$ cat config.mk
export PLATFORM = sky130hd
export DESIGN_NAME = trap_csr_ctrl
export DESIGN_NICKNAME = d
export VERILOG_FILES = /design/src/rtl/trap_csr_ctrl.sv
export SDC_FILE = /design/constraint.sdc
export NUM_CORES = 1
export LEC_CHECK = 0
export ABC_AREA = 1
export BUFFER_PORTS_ARGS = -buffer_cell sky130_fd_sc_hd__buf_4
export CAP_MARGIN = 15
export CORE_AREA = 5 5 160 162
export DETAILED_ROUTE_END_ITERATION = 7
export DIE_AREA = 0 0 165 167
export GPL_TIMING_DRIVEN = 0
export PLACE_DENSITY_LB_ADDON = 0.05
export SYNTH_ARGS = -nofsm -noshare
export SYNTH_HDL_FRONTEND = slang
export SYNTH_SLANG_ARGS = --single-unit
$ cat constraint.sdc
create_clock -name clk -period 2.7 [get_ports clk]
set_input_delay 0.135 -clock clk [delete_from_list [all_inputs] [get_ports clk]]
set_output_delay 0.135 -clock clk [all_outputs]
set_load 0.1 [all_outputs]
$ cat src/rtl/trap_csr_ctrl.sv
// rtl/trap_csr_ctrl.sv - trap commit controller owning mepc/mcause/mtval/mstatus and the IFU redirect
module trap_csr_ctrl #(
    parameter int XLEN     = 32,
    parameter int PC_SIZE  = 32,
    parameter int NUM_EXCP = 4
) (
    input  logic                     clk,
    input  logic                     rst_n,
    input  logic                     dbg_mode,
    input  logic [NUM_EXCP-1:0]      excp_vld,
    input  logic [NUM_EXCP*4-1:0]    excp_code,
    input  logic [NUM_EXCP*XLEN-1:0] excp_tval,
    input  logic                     irq_vld,
    input  logic [3:0]               irq_code,
    input  logic                     mret_req,
    input  logic [PC_SIZE-1:0]       trap_pc,
    input  logic [XLEN-1:0]          mtvec,
    input  logic                     csr_wr_en,
    input  logic [1:0]               csr_wr_sel,
    input  logic [XLEN-1:0]          csr_wr_data,
    output logic [PC_SIZE-1:0]       mepc_o,
    output logic [XLEN-1:0]          mcause_o,
    output logic [XLEN-1:0]          mtval_o,
    output logic [XLEN-1:0]          mstatus_o,
    output logic                     trap_ack,
    output logic                     flush_req,
    output logic [PC_SIZE-1:0]       flush_pc,
    input  logic                     flush_ack
);

    typedef enum logic {IDLE, FLUSH} state_t;

    state_t               state;
    logic [PC_SIZE-1:0]   mepc;
    logic [XLEN-1:0]      mcause;
    logic [XLEN-1:0]      mtval;
    logic                 mie;
    logic                 mpie;

    logic                 excp_any;
    logic [3:0]           sel_code;
    logic [XLEN-1:0]      sel_tval;
    logic                 irq_take;
    logic                 commit;
    logic [PC_SIZE-1:0]   vec_base;
    logic [PC_SIZE-1:0]   irq_target;

    // Scan from the highest index down so the lowest pending index wins.
    always_comb begin
        excp_any = 1'b0;
        sel_code = 4'h0;
        sel_tval = '0;
        for (int i = NUM_EXCP - 1; i >= 0; i--) begin
            if (excp_vld[i]) begin
                excp_any = 1'b1;
                sel_code = excp_code[4*i +: 4];
                sel_tval = excp_tval[XLEN*i +: XLEN];
            end
        end
    end

    assign irq_take   = irq_vld && mie;
    assign commit     = (state == IDLE) && !dbg_mode && (excp_any || irq_take || mret_req);
    assign vec_base   = {mtvec[PC_SIZE-1:2], 2'b00};
    assign irq_target = mtvec[0] ? vec_base + {{(PC_SIZE-6){1'b0}}, irq_code, 2'b00} : vec_base;

    always_ff @(posedge clk or negedge rst_n) begin
        if (!rst_n) begin
            state     <= IDLE;
            mepc      <= '0;
            mcause    <= '0;
            mtval     <= '0;
            mie       <= 1'b0;
            mpie      <= 1'b0;
            trap_ack  <= 1'b0;
            flush_req <= 1'b0;
            flush_pc  <= '0;
        end else begin
            trap_ack <= commit;
            if (commit) begin
                state     <= FLUSH;
                flush_req <= 1'b1;
                if (excp_any) begin
                    mepc     <= {trap_pc[PC_SIZE-1:1], 1'b0};
                    mcause   <= {{(XLEN-4){1'b0}}, sel_code};
                    mtval    <= sel_tval;
                    mpie     <= mie;
                    mie      <= 1'b0;
                    flush_pc <= vec_base;
                end else if (irq_take) begin
                    mepc     <= {trap_pc[PC_SIZE-1:1], 1'b0};
                    mcause   <= {1'b1, {(XLEN-5){1'b0}}, irq_code};
                    mtval    <= '0;
                    mpie     <= mie;
                    mie      <= 1'b0;
                    flush_pc <= irq_target;
                end else begin
                    mie      <= mpie;
                    mpie     <= 1'b1;
                    flush_pc <= mepc;
                end
            end else begin
                // Software writes lose to a commit on the same edge.
                if (csr_wr_en) begin
                    case (csr_wr_sel)
                        2'b00: mepc   <= {csr_wr_data[PC_SIZE-1:1], 1'b0};
                        2'b01: mcause <= csr_wr_data;
                        2'b10: mtval  <= csr_wr_data;
                        default: begin
                            mie  <= csr_wr_data[3];
                            mpie <= csr_wr_data[7];
                        end
                    endcase
                end
                if (state == FLUSH && flush_ack) begin
                    state     <= IDLE;
                    flush_req <= 1'b0;
                end
            end
        end
    end

    assign mepc_o    = mepc;
    assign mcause_o  = mcause;
    assign mtval_o   = mtval;
    assign mstatus_o = {{(XLEN-8){1'b0}}, mpie, 3'b000, mie, 3'b000};

endmodule
==> results of run 1 <==
-- kinds of logic after synthesis --
logic type | Yosys count | share of synthesized area
XOR/XNOR | 3 | 0.00318
flip-flops | 130 | 0.394
adder cells (fa/ha/maj) | 5 | 0.00848
AND/OR/NAND/NOR | 476 | 0.236
buffers and inverters | 176 | 0.105
other | 1 | 0.000454
AO/OA/AOI/OAI | 371 | 0.253
-- path summary, 6_finish.rpt --
path,from,to,slack (ns),cells past startpoint
worst max-delay path,mie,mtval_o[0],0.19,10
worst min-delay path,mtvec[10],flush_pc[10],0.04,3
worst max register to register,mie,mtval_o[0],0.19,10
worst min register to register,flush_pc[13],flush_pc[13],0.48,2
max in group asynchronous,rst_n,flush_pc[15],1.65,3
min in group asynchronous,rst_n,mepc_o[4],0.25,2
-- final cells by class --
type / instances / area, sq um
Buffer: 106 / 602
Fill cell: 2467 / 11600
Tap cell: 324 / 405
Inverter: 70 / 270
Multi-Input combinational cell: 887 / 4260
Antenna cell: 1 / 2.50
Clock inverter: 9 / 128
Timing Repair Buffer: 387 / 2940
Sequential cell: 130 / 3250
Clock buffer: 23 / 488
-- flip-flops by register name (all words and copies together) (netlist names) --
register / flops
mcause_o: 32
mtval_o: 32
flush_pc: 31
mepc_o: 31
mie: 1
mpie: 1
state: 1
trap_ack: 1
-- critical path, stage by stage (launching register included) --
cell	delay (ns)
dfrtp_1	0.42
nand2_1	0.18
inv_1	0.13
nor2_4	0.32
nand2_2	0.08
nand2_2	0.18
buf_4	0.21
clkbuf_1	0.51
o21ai_0	0.20
nand2_1	0.10
nand2_1	0.05
-- report_power, final --
| group | internal, mW | total (mW) | switching [mW] |
|---|---|---|---|
| combinational | 1.30 | 6.34 | 5.04 |
| clock | 1.55 | 2.47 | 0.919 |
| sequential | 2.42 | 2.77 | 0.348 |
| total | 5.27 | 11.6 | 6.31 |
-- stage by stage --
step	total power, mW	util	setup WS [ns]	std cells	hold slack [ns]
2_1_floorplan	7.34	-	0.674	1193	-0.161
3_3_place_gp	9.11	0.486	0.162	1899	0.322
3_5_place_dp	9.14	0.488	0.162	1900	0.142
4_1_cts	11.6	0.515	0.153	1936	0.0222
5_1_grt	12.0	0.515	0.0121	1937	0.0517
6_report	11.6	0.515	0.192	1937	0.0399
-- cells in the final DEF (no fill, tap or decap), types with 6 or more instances in the layout --
cell type	synthesis	routed
nand4_1	10	10
a22oi_1	33	33
a221oi_1	9	9
buf_4	42	423
clkbuf_1	34	36
nand2_1	333	333
dfrtp_1	130	130
clkbuf_16	0	17
a21oi_1	96	96
nand3b_1	6	6
buf_2	21	21
conb_1	1	32
inv_1	67	67
nor2_1	70	70
o211ai_1	12	12
nor3_1	6	6
o21ai_1	6	6
o21ai_0	192	192
nand3_1	40	40
-- layer usage --
layer | vias to the layer above | routed length (um) | GRT usage | share of wire
met5 | - | 0 | 0 | 0
met3 | 44 | 2630 | 0.0551 | 0.065
met4 | 0 | 714 | 0.0694 | 0.018
met1 | 4557 | 16000 | 0.349 | 0.40
met2 | 362 | 20900 | 0.509 | 0.52
li1 | 4727 | - | - | -
==> run metrics, run 1 <==
layout cells sized above 1=0.311; min-delay worst type=input pin to flip-flop; Synth cell types=48; CTS clk-pin slew, worst paths=0.06 ns; routed len/inst=20.8 um; FMAX=399 MHz; Tcrit/Tclk final=0.929; port buffer count=382; Syn Inst Count=1162; H-tree depth=4; first-pass GRT wire length=59400 um; Die Area=27600 sq um; P per Cell Area=938 nW/um^2; Setup TNS Final=0 ns; Area Growth Syn to Fin=49.3%; GRT overflow=0; DRT Pass-1 Iters=5; PostCTS Resize Cnt=0; pin count of the biggest net entering global routing=80; fin crit period=2.51 ns; crit path launch type=flip-flop; TritonCTS clock tree=yes; core area=24000 sq um; top post-synthesis cells by count=333 x nand2_1, 192 x o21ai_0, 130 x dfrtp_1; dominant cells by area after synthesis=dfrtp_1 39%, nand2_1 15%, o21ai_0 12%; Routed Antenna Nets=0; worst clock skew=0.00923 ns; Sink Count=130; DR vias/cell=5.00; ys flop type=dfrtp_1; vias in the first global route=9729; CP Capture Type=flip-flop; clk_lat worst skew=0.43 ns; Slew Viols, Final=0; top cell type's share of synthesized area=0.394; hold buffers post-CTS=4; Total GRT Usage=0.285; I/O pin count=419; Worst-Margin Slew=0.943 ns; crit path max fanout=10; Yosys warnings=0; root cell of the clock tree=clkbuf_16; initial antenna violation count=1; initial detailed-routing violation count=640; Mapped Area=8270 sq um; CTS buffer count=17; unrepaired setup endpoints after global routing=no; DP Wirelength=33000 um; Initial Utilization=0.345; final WL=40300 um; max_slew headroom=0.371; floorplan row count=57; CP Data Arrival Time=2.82 ns; Die X=165 um; Design Area, Final=12300 sq um; synthesized area per cell=7.11 sq um; Seq/Total Area, Yosys=0.394; Post-synth EDFFs=0; Placed Area=11700 sq um; via count=9690; Lkg Pwr=6.26 nW; setup violators final=0; status=finished clean; most common cell in the netlist=nand2_1; Req. time, crit path=3.01 ns; clk buf depth=2; Final Hold Fails=0; Die H=167 um; most area-hungry cell type in the Yosys netlist=dfrtp_1; setup bufs post-CTS=0; max cap viols=0; Layout Nets=1861; asr flop ratio synth=1.00; GPL Wtd Cong=0.959; maximum vdd drop=511 uV; Setup Crit Path Kind=flip-flop to flip-flop; drc violations=0; synthesized flop and latch total=130
Power figures use the tool's default switching activity.
==> run 2: changes to the inputs <==
Settings changed: CELL_PAD_IN_SITES_DETAIL_PLACEMENT set to 1, CELL_PAD_IN_SITES_GLOBAL_PLACEMENT set to 1, CORE_AREA 5 5 160 162 to unset, CORE_MARGIN set to 5, CORE_UTILIZATION set to 25, DIE_AREA 0 0 165 167 to unset.
==> run 2 against run 1 <==
Against the previous run: flip-flop and latch count did not move; fmax rose by 4.3%; setup slack improved by 0.10 ns; count of clock-buffer cells in the layout fell by 2; clock skew rose by 0.0033 ns; critical path type unchanged; largest power group unchanged.
==> run metrics, run 2 (synthesized netlist as in run 1, its figures left out) <==
Total GRT Usage=0.248 (-0.0363); Setup TNS Final=0 ns (unchanged); crit path max fanout=10 (unchanged); net switching power=6.43 mW (+1.8%); Die X=192 um (+16%); FMAX=416 MHz (+4.3%); Comb power frac=0.539 (-0.009); Slew Viols, Final=0 (unchanged); status=finished clean; most frequent cells in the layout=423 x buf_4, 333 x nand2_1, 192 x o21ai_0; worst clock skew=0.0125 ns (+0.00330 ns); Die Area=36800 sq um (+34%); drc violations=0 (unchanged); Lkg Pwr=6.29 nW (+0.54%); Layout Nets=1862 (+0.054%); routed len/inst=22.6 um (+8.6%); via count=9894 (+2.1%); initial detailed-routing violation count=413 (-35%); Req. time, crit path=3.06 ns (+0.05 ns); clk_lat worst skew=0.44 ns (about the same); Tcrit/Tclk final=0.891 (-0.0380); Area Growth Syn to Fin=52.1%; CP Capture Type=flip-flop; min-delay worst type=input pin to flip-flop; TritonCTS clock tree=yes; setup bufs post-CTS=0 (unchanged); I/O pin count=419 (unchanged); H-tree depth=4 (unchanged); Worst-Margin Slew=0.789 ns (-0.154 ns); fin crit period=2.41 ns (-0.103 ns); hold_ws=0.0329 ns (-0.00695 ns); CTS buffer count=17 (unchanged); Routed Antenna Nets=0 (unchanged); Initial Utilization=0.253 (-0.0915); maximum vdd drop=392 uV (-23%); Sink Count=130 (unchanged); GPL Wtd Cong=0.879 (-8.3%); sw frac=0.540 (-0.00471); CP Data Arrival Time=2.76 ns (-0.06 ns); Die H=192 um (+15%); most common cell after layout, fill and taps aside=buf_4; DR vias/cell=4.81 (-3.9%); root cell of the clock tree=clkbuf_16; vias in the first global route=10600 (+8.7%); clock share of power=0.229 (+0.016); P_int=5.47 mW (+3.8%); DP Wirelength=38300 um (+16%); final WL=46400 um (+15%); max cap viols=0 (unchanged); Setup Crit Path Kind=flip-flop to flip-flop; DRT Pass-1 Iters=4 (-1); core area=32600 sq um (+36%); P per Cell Area=946 nW/um^2 (+0.86%); first-pass GRT wire length=67500 um (+14%); part of the power in registers=0.232 (-0.007); port buffer count=382 (unchanged); pin count of the biggest net entering global routing=84 (+5.0%); floorplan row count=66 (+16%); CTS clk-pin slew, worst paths=0.07 ns (about the same); max_slew headroom=0.474 (+0.103); Final Hold Fails=0 (unchanged); initial antenna violation count=2 (+1); unrepaired setup endpoints after global routing=no; crit path launch type=flip-flop; setup violators final=0 (unchanged); clk buf depth=2 (unchanged); GRT overflow=0 (unchanged); layout cells sized above 1=0.314 (+0.00229)
[run 2: changes by cell type in the layout (fill, tap and decap cells not counted), sizes merged]
cell | before | now
dlygate4sd3 | 4 | 5
inv | 70 | 71
clkbuf | 61 | 59
clkinv | 3 | 2
bufinv | 3 | 5
diode | 1 | 2
[run 2: final timing paths]
kind                       cells after the start    startpoint           end  slack, ns
setup / recovery                              11           mie     mepc_o[9]       0.29
hold / removal                                 3     mtvec[31]  flush_pc[31]       0.03
setup reg to reg                              11           mie     mepc_o[9]       0.29
hold reg to reg                                2  flush_pc[10]  flush_pc[10]       0.48
max in group asynchronous                      3         rst_n  mcause_o[23]       1.63
min in group asynchronous                      2         rst_n  flush_pc[13]       0.24
[run 2: what timing repair did]
item,CTS,global route
endpoints found under the setup margin,0,6
hold buffers,5,0
resized for setup,0,3
endpoints found under the hold margin,51,0
[run 2: metal layers]
metal	global-route usage	vias to the layer above	wire [um]
li1	-	4732	-
met1	0.286	4801	18400
met2	0.450	317	23900
met3	0.0762	44	3270
met4	0.0583	0	817
met5	0	-	0
[run 2: layout make-up]
type / instances / area, sq um
multi-input combinational: 887 / 4260
clock buffer: 21 / 480
fill: 4136 / 20000
sequential: 130 / 3250
buffer: 106 / 603
inverter: 70 / 270
clock inverter: 11 / 199
antenna: 2 / 5.00
timing repair buffer: 388 / 2950
tap: 442 / 553
[run 2: power groups by stage]
stage	clock, mW	combinational, mW	sequential, mW
3_5_place_dp	0	6.45	2.78
3_3_place_gp	0	6.41	2.77
2_1_floorplan	0	1.24	6.10
4_1_cts	2.77	6.46	2.76
5_1_grt	2.85	6.69	2.81
6_report	2.72	6.41	2.76
[run 2: through the flow]
stage          utilization  instance area [sq um]  power [mW]  std cells  setup WS, ns
3_5_place_dp         0.363                  11800        9.23       2018         0.175
4_1_cts              0.385                  12600        12.0       2055         0.177
6_report             0.385                  12600        11.9       2057         0.295
3_3_place_gp         0.362                  11800        9.18       2017         0.192
2_1_floorplan            -                   8380        7.34       1193         0.674
5_1_grt              0.385                  12600        12.4       2057        0.0353
[run 2: critical path, cell delays in order, from the launching register on]
cell and delay (ns):
dfrtp_1 0.44, nand2_1 0.19, inv_1 0.13, nor2_4 0.28, nand2_2 0.08, nand2_2 0.17
buf_4 0.21, buf_2 0.30, nand2_1 0.24, nand2_1 0.13, nor2_1 0.06, a21oi_1 0.11
==> run 3: changes to the inputs <==
Settings changed: GPL_TIMING_DRIVEN 0 to unset.
==> run 3 against run 2 <==
Against the previous run: wire length shrank 11%; die area is the same; final cell count shrank 4.0%; combinational power decreased by 2%; sequential power is essentially flat; global-route usage decreased by 2.8 points; highest routed layer unchanged.
==> run metrics, run 3 (synthesized netlist as in run 1, its figures left out) <==
hold_ws=0.0261 ns (-0.00678 ns); FMAX=430 MHz (+3.3%); CTS buffer count=17 (unchanged); most frequent cells in the layout=404 x buf_4, 333 x nand2_1, 192 x o21ai_0; Total GRT Usage=0.220 (-0.0280); first-pass GRT wire length=61300 um (-9.1%); GRT overflow=0 (unchanged); max_slew headroom=0.425 (-0.0493); Worst-Margin Slew=0.861 ns (+0.0720 ns); hold path endpoint=flush_pc[10]; FF-to-FF End=mtval_o[27]; Final Hold Fails=0 (unchanged); GPL Wtd Cong=0.917 (+4.3%); status=finished clean; final WL=41300 um (-11%); Sink Count=130 (unchanged); crit path launch type=flip-flop; initial antenna violation count=2 (unchanged); floorplan row count=66 (unchanged); crit path max-delay cell type=nor2_1; DRT Pass-1 Iters=4 (unchanged); Area Growth Syn to Fin=46.8%; CTS clk-pin slew, worst paths=0.06 ns (about the same); Die H=192 um (unchanged); Tcrit/Tclk final=0.862 (-0.0286); Routed Antenna Nets=0 (unchanged); Die X=192 um (unchanged); Critical R2R Launch=state; DR vias/cell=4.74 (-1.5%); clk_lat worst skew=0.43 ns (about the same); via count=9353 (-5.5%); H-tree depth=4 (unchanged); unrepaired setup endpoints after global routing=no; Layout Nets=1780 (-4.4%); vias in the first global route=10000 (-5.2%); I/O pin count=419 (unchanged); clk buf depth=2 (unchanged); worst setup margin=0.372 ns (+0.0773 ns); Initial Utilization=0.253 (unchanged); Setup Crit Path Kind=flip-flop to flip-flop; flop2flop setup slack=0.37 ns (+0.08 ns); final core utilization=0.372 (-0.0133); Req. time, crit path=3.07 ns (about the same); CP Capture Type=flip-flop; Slew Viols, Final=0 (unchanged); P per Cell Area=955 nW/um^2 (+0.92%); most common cell after layout, fill and taps aside=buf_4; Setup TNS Final=0 ns (unchanged); setup violators final=0 (unchanged); max cap viols=0 (unchanged); port buffer count=384 (+0.52%); core area=32600 sq um (unchanged); Top cell by count, worst path=nand2_4; crit path max fanout=23 (+13); layout cells sized above 1=0.300 (-0.0132); routed len/inst=20.9 um (-7.3%); worst clock skew=0.00788 ns (-0.00465 ns); PostCTS Resize Cnt=0 (unchanged); fin crit period=2.33 ns (-0.0773 ns); TritonCTS clock tree=yes; maximum vdd drop=410 uV (+4.5%); min-delay worst type=input pin to flip-flop; pin count of the biggest net entering global routing=103 (+23%); Non-Filler Instances=1975 (-4.0%); DP Worst Slack=0.339 ns (+0.165 ns); crit-path cells=nor2_1 -> nand2_4 -> inv_4 -> nand2_4 -> o21ai_2 -> buf_4 -> o21ai_0 -> nand2_1; Lkg Pwr=6.02 nW (-4.2%); drc violations=0 (unchanged); DP Wirelength=32200 um (-16%); Hold Path Origin=mtvec[10]; crit-path max cell delay=0.45 ns (about the same); worst reg2reg path depth=8 (-3); root cell of the clock tree=clkbuf_16; CP Data Arrival Time=2.69 ns (-0.07 ns); WHS Path Cells=3 (unchanged); Cells after DPL=1937 (-4.0%); initial detailed-routing violation count=379 (-8.2%); Die Area=36800 sq um (unchanged)
## run 3: changes by cell type in the layout (fill, tap and decap cells not counted), sizes merged
cell / previous run / this run
clkinv: 2 / 4
dlygate4sd3: 5 / 4
buf: 451 / 408
clkbuf: 59 / 20
bufinv: 5 / 4
## run 3: worst max path at each step
stage	endpoint	depth (start not counted)	slack, ns	start
5_1_grt	mtval_o[4]	11	0.15	mie
3_3_place_gp	mtval_o[25]	12	0.35	excp_vld[3]
2_1_floorplan	mepc_o[12]	7	0.67	state
6_report	mtval_o[27]	8	0.37	state
4_1_cts	mtval_o[27]	11	0.36	mie
3_5_place_dp	mepc_o[10]	11	0.34	excp_vld[3]
## run 3: final cells by class
cell class	instances	area (sq um)
diodes	2	5.00
clock buffers	20	467
clock inverters	12	179
fillers	4053	20500
inverters	70	270
multi-input cells	887	4270
flip-flops and latches	130	3250
well taps	442	553
repair buffers	412	3140
## run 3: worst max-delay path: cells and delay by family, from the launching register on
kind                   cells  cell delay [ns]
buffers and inverters      2             0.61
flip-flops                 1             0.39
AND/OR/NAND/NOR            4             0.86
AO/OA/AOI/OAI              2             0.39
## run 3: through the flow
stage | power, mW | cell area (sq um)
floorplan | 7.34 | 8380
CTS | 11.7 | 12100
global route | 12.1 | 12100
global placement | 9.03 | 11400
detailed placement | 9.08 | 11400
finish | 11.6 | 12100
## run 3: power breakdown
part | total, mW | internal (mW) | switching [mW] | leakage, nW
logic | 6.25 | 1.24 | 5.01 | 4.14
registers | 2.75 | 2.42 | 0.327 | 1.58
clock network | 2.59 | 1.62 | 0.965 | 0.309
total | 11.6 | 5.28 | 6.30 | 6.02
## run 3: routing by layer
layer / GRT usage / routed length (um) / share of wire / vias to the layer above
li1: - / - / - / 4551
met1: 0.276 / 17600 / 0.43 / 4506
met2: 0.379 / 20600 / 0.50 / 273
met3: 0.0632 / 2700 / 0.065 / 23
met4: 0.0464 / 450 / 0.011 / 0
met5: 0 / 0 / 0 / -
## run 3: what timing repair did
action	in CTS	in global routing
buffers inserted	0	0
hold buffers	4	0
endpoints found under the hold margin	60	0
endpoints found under the setup margin	0	0
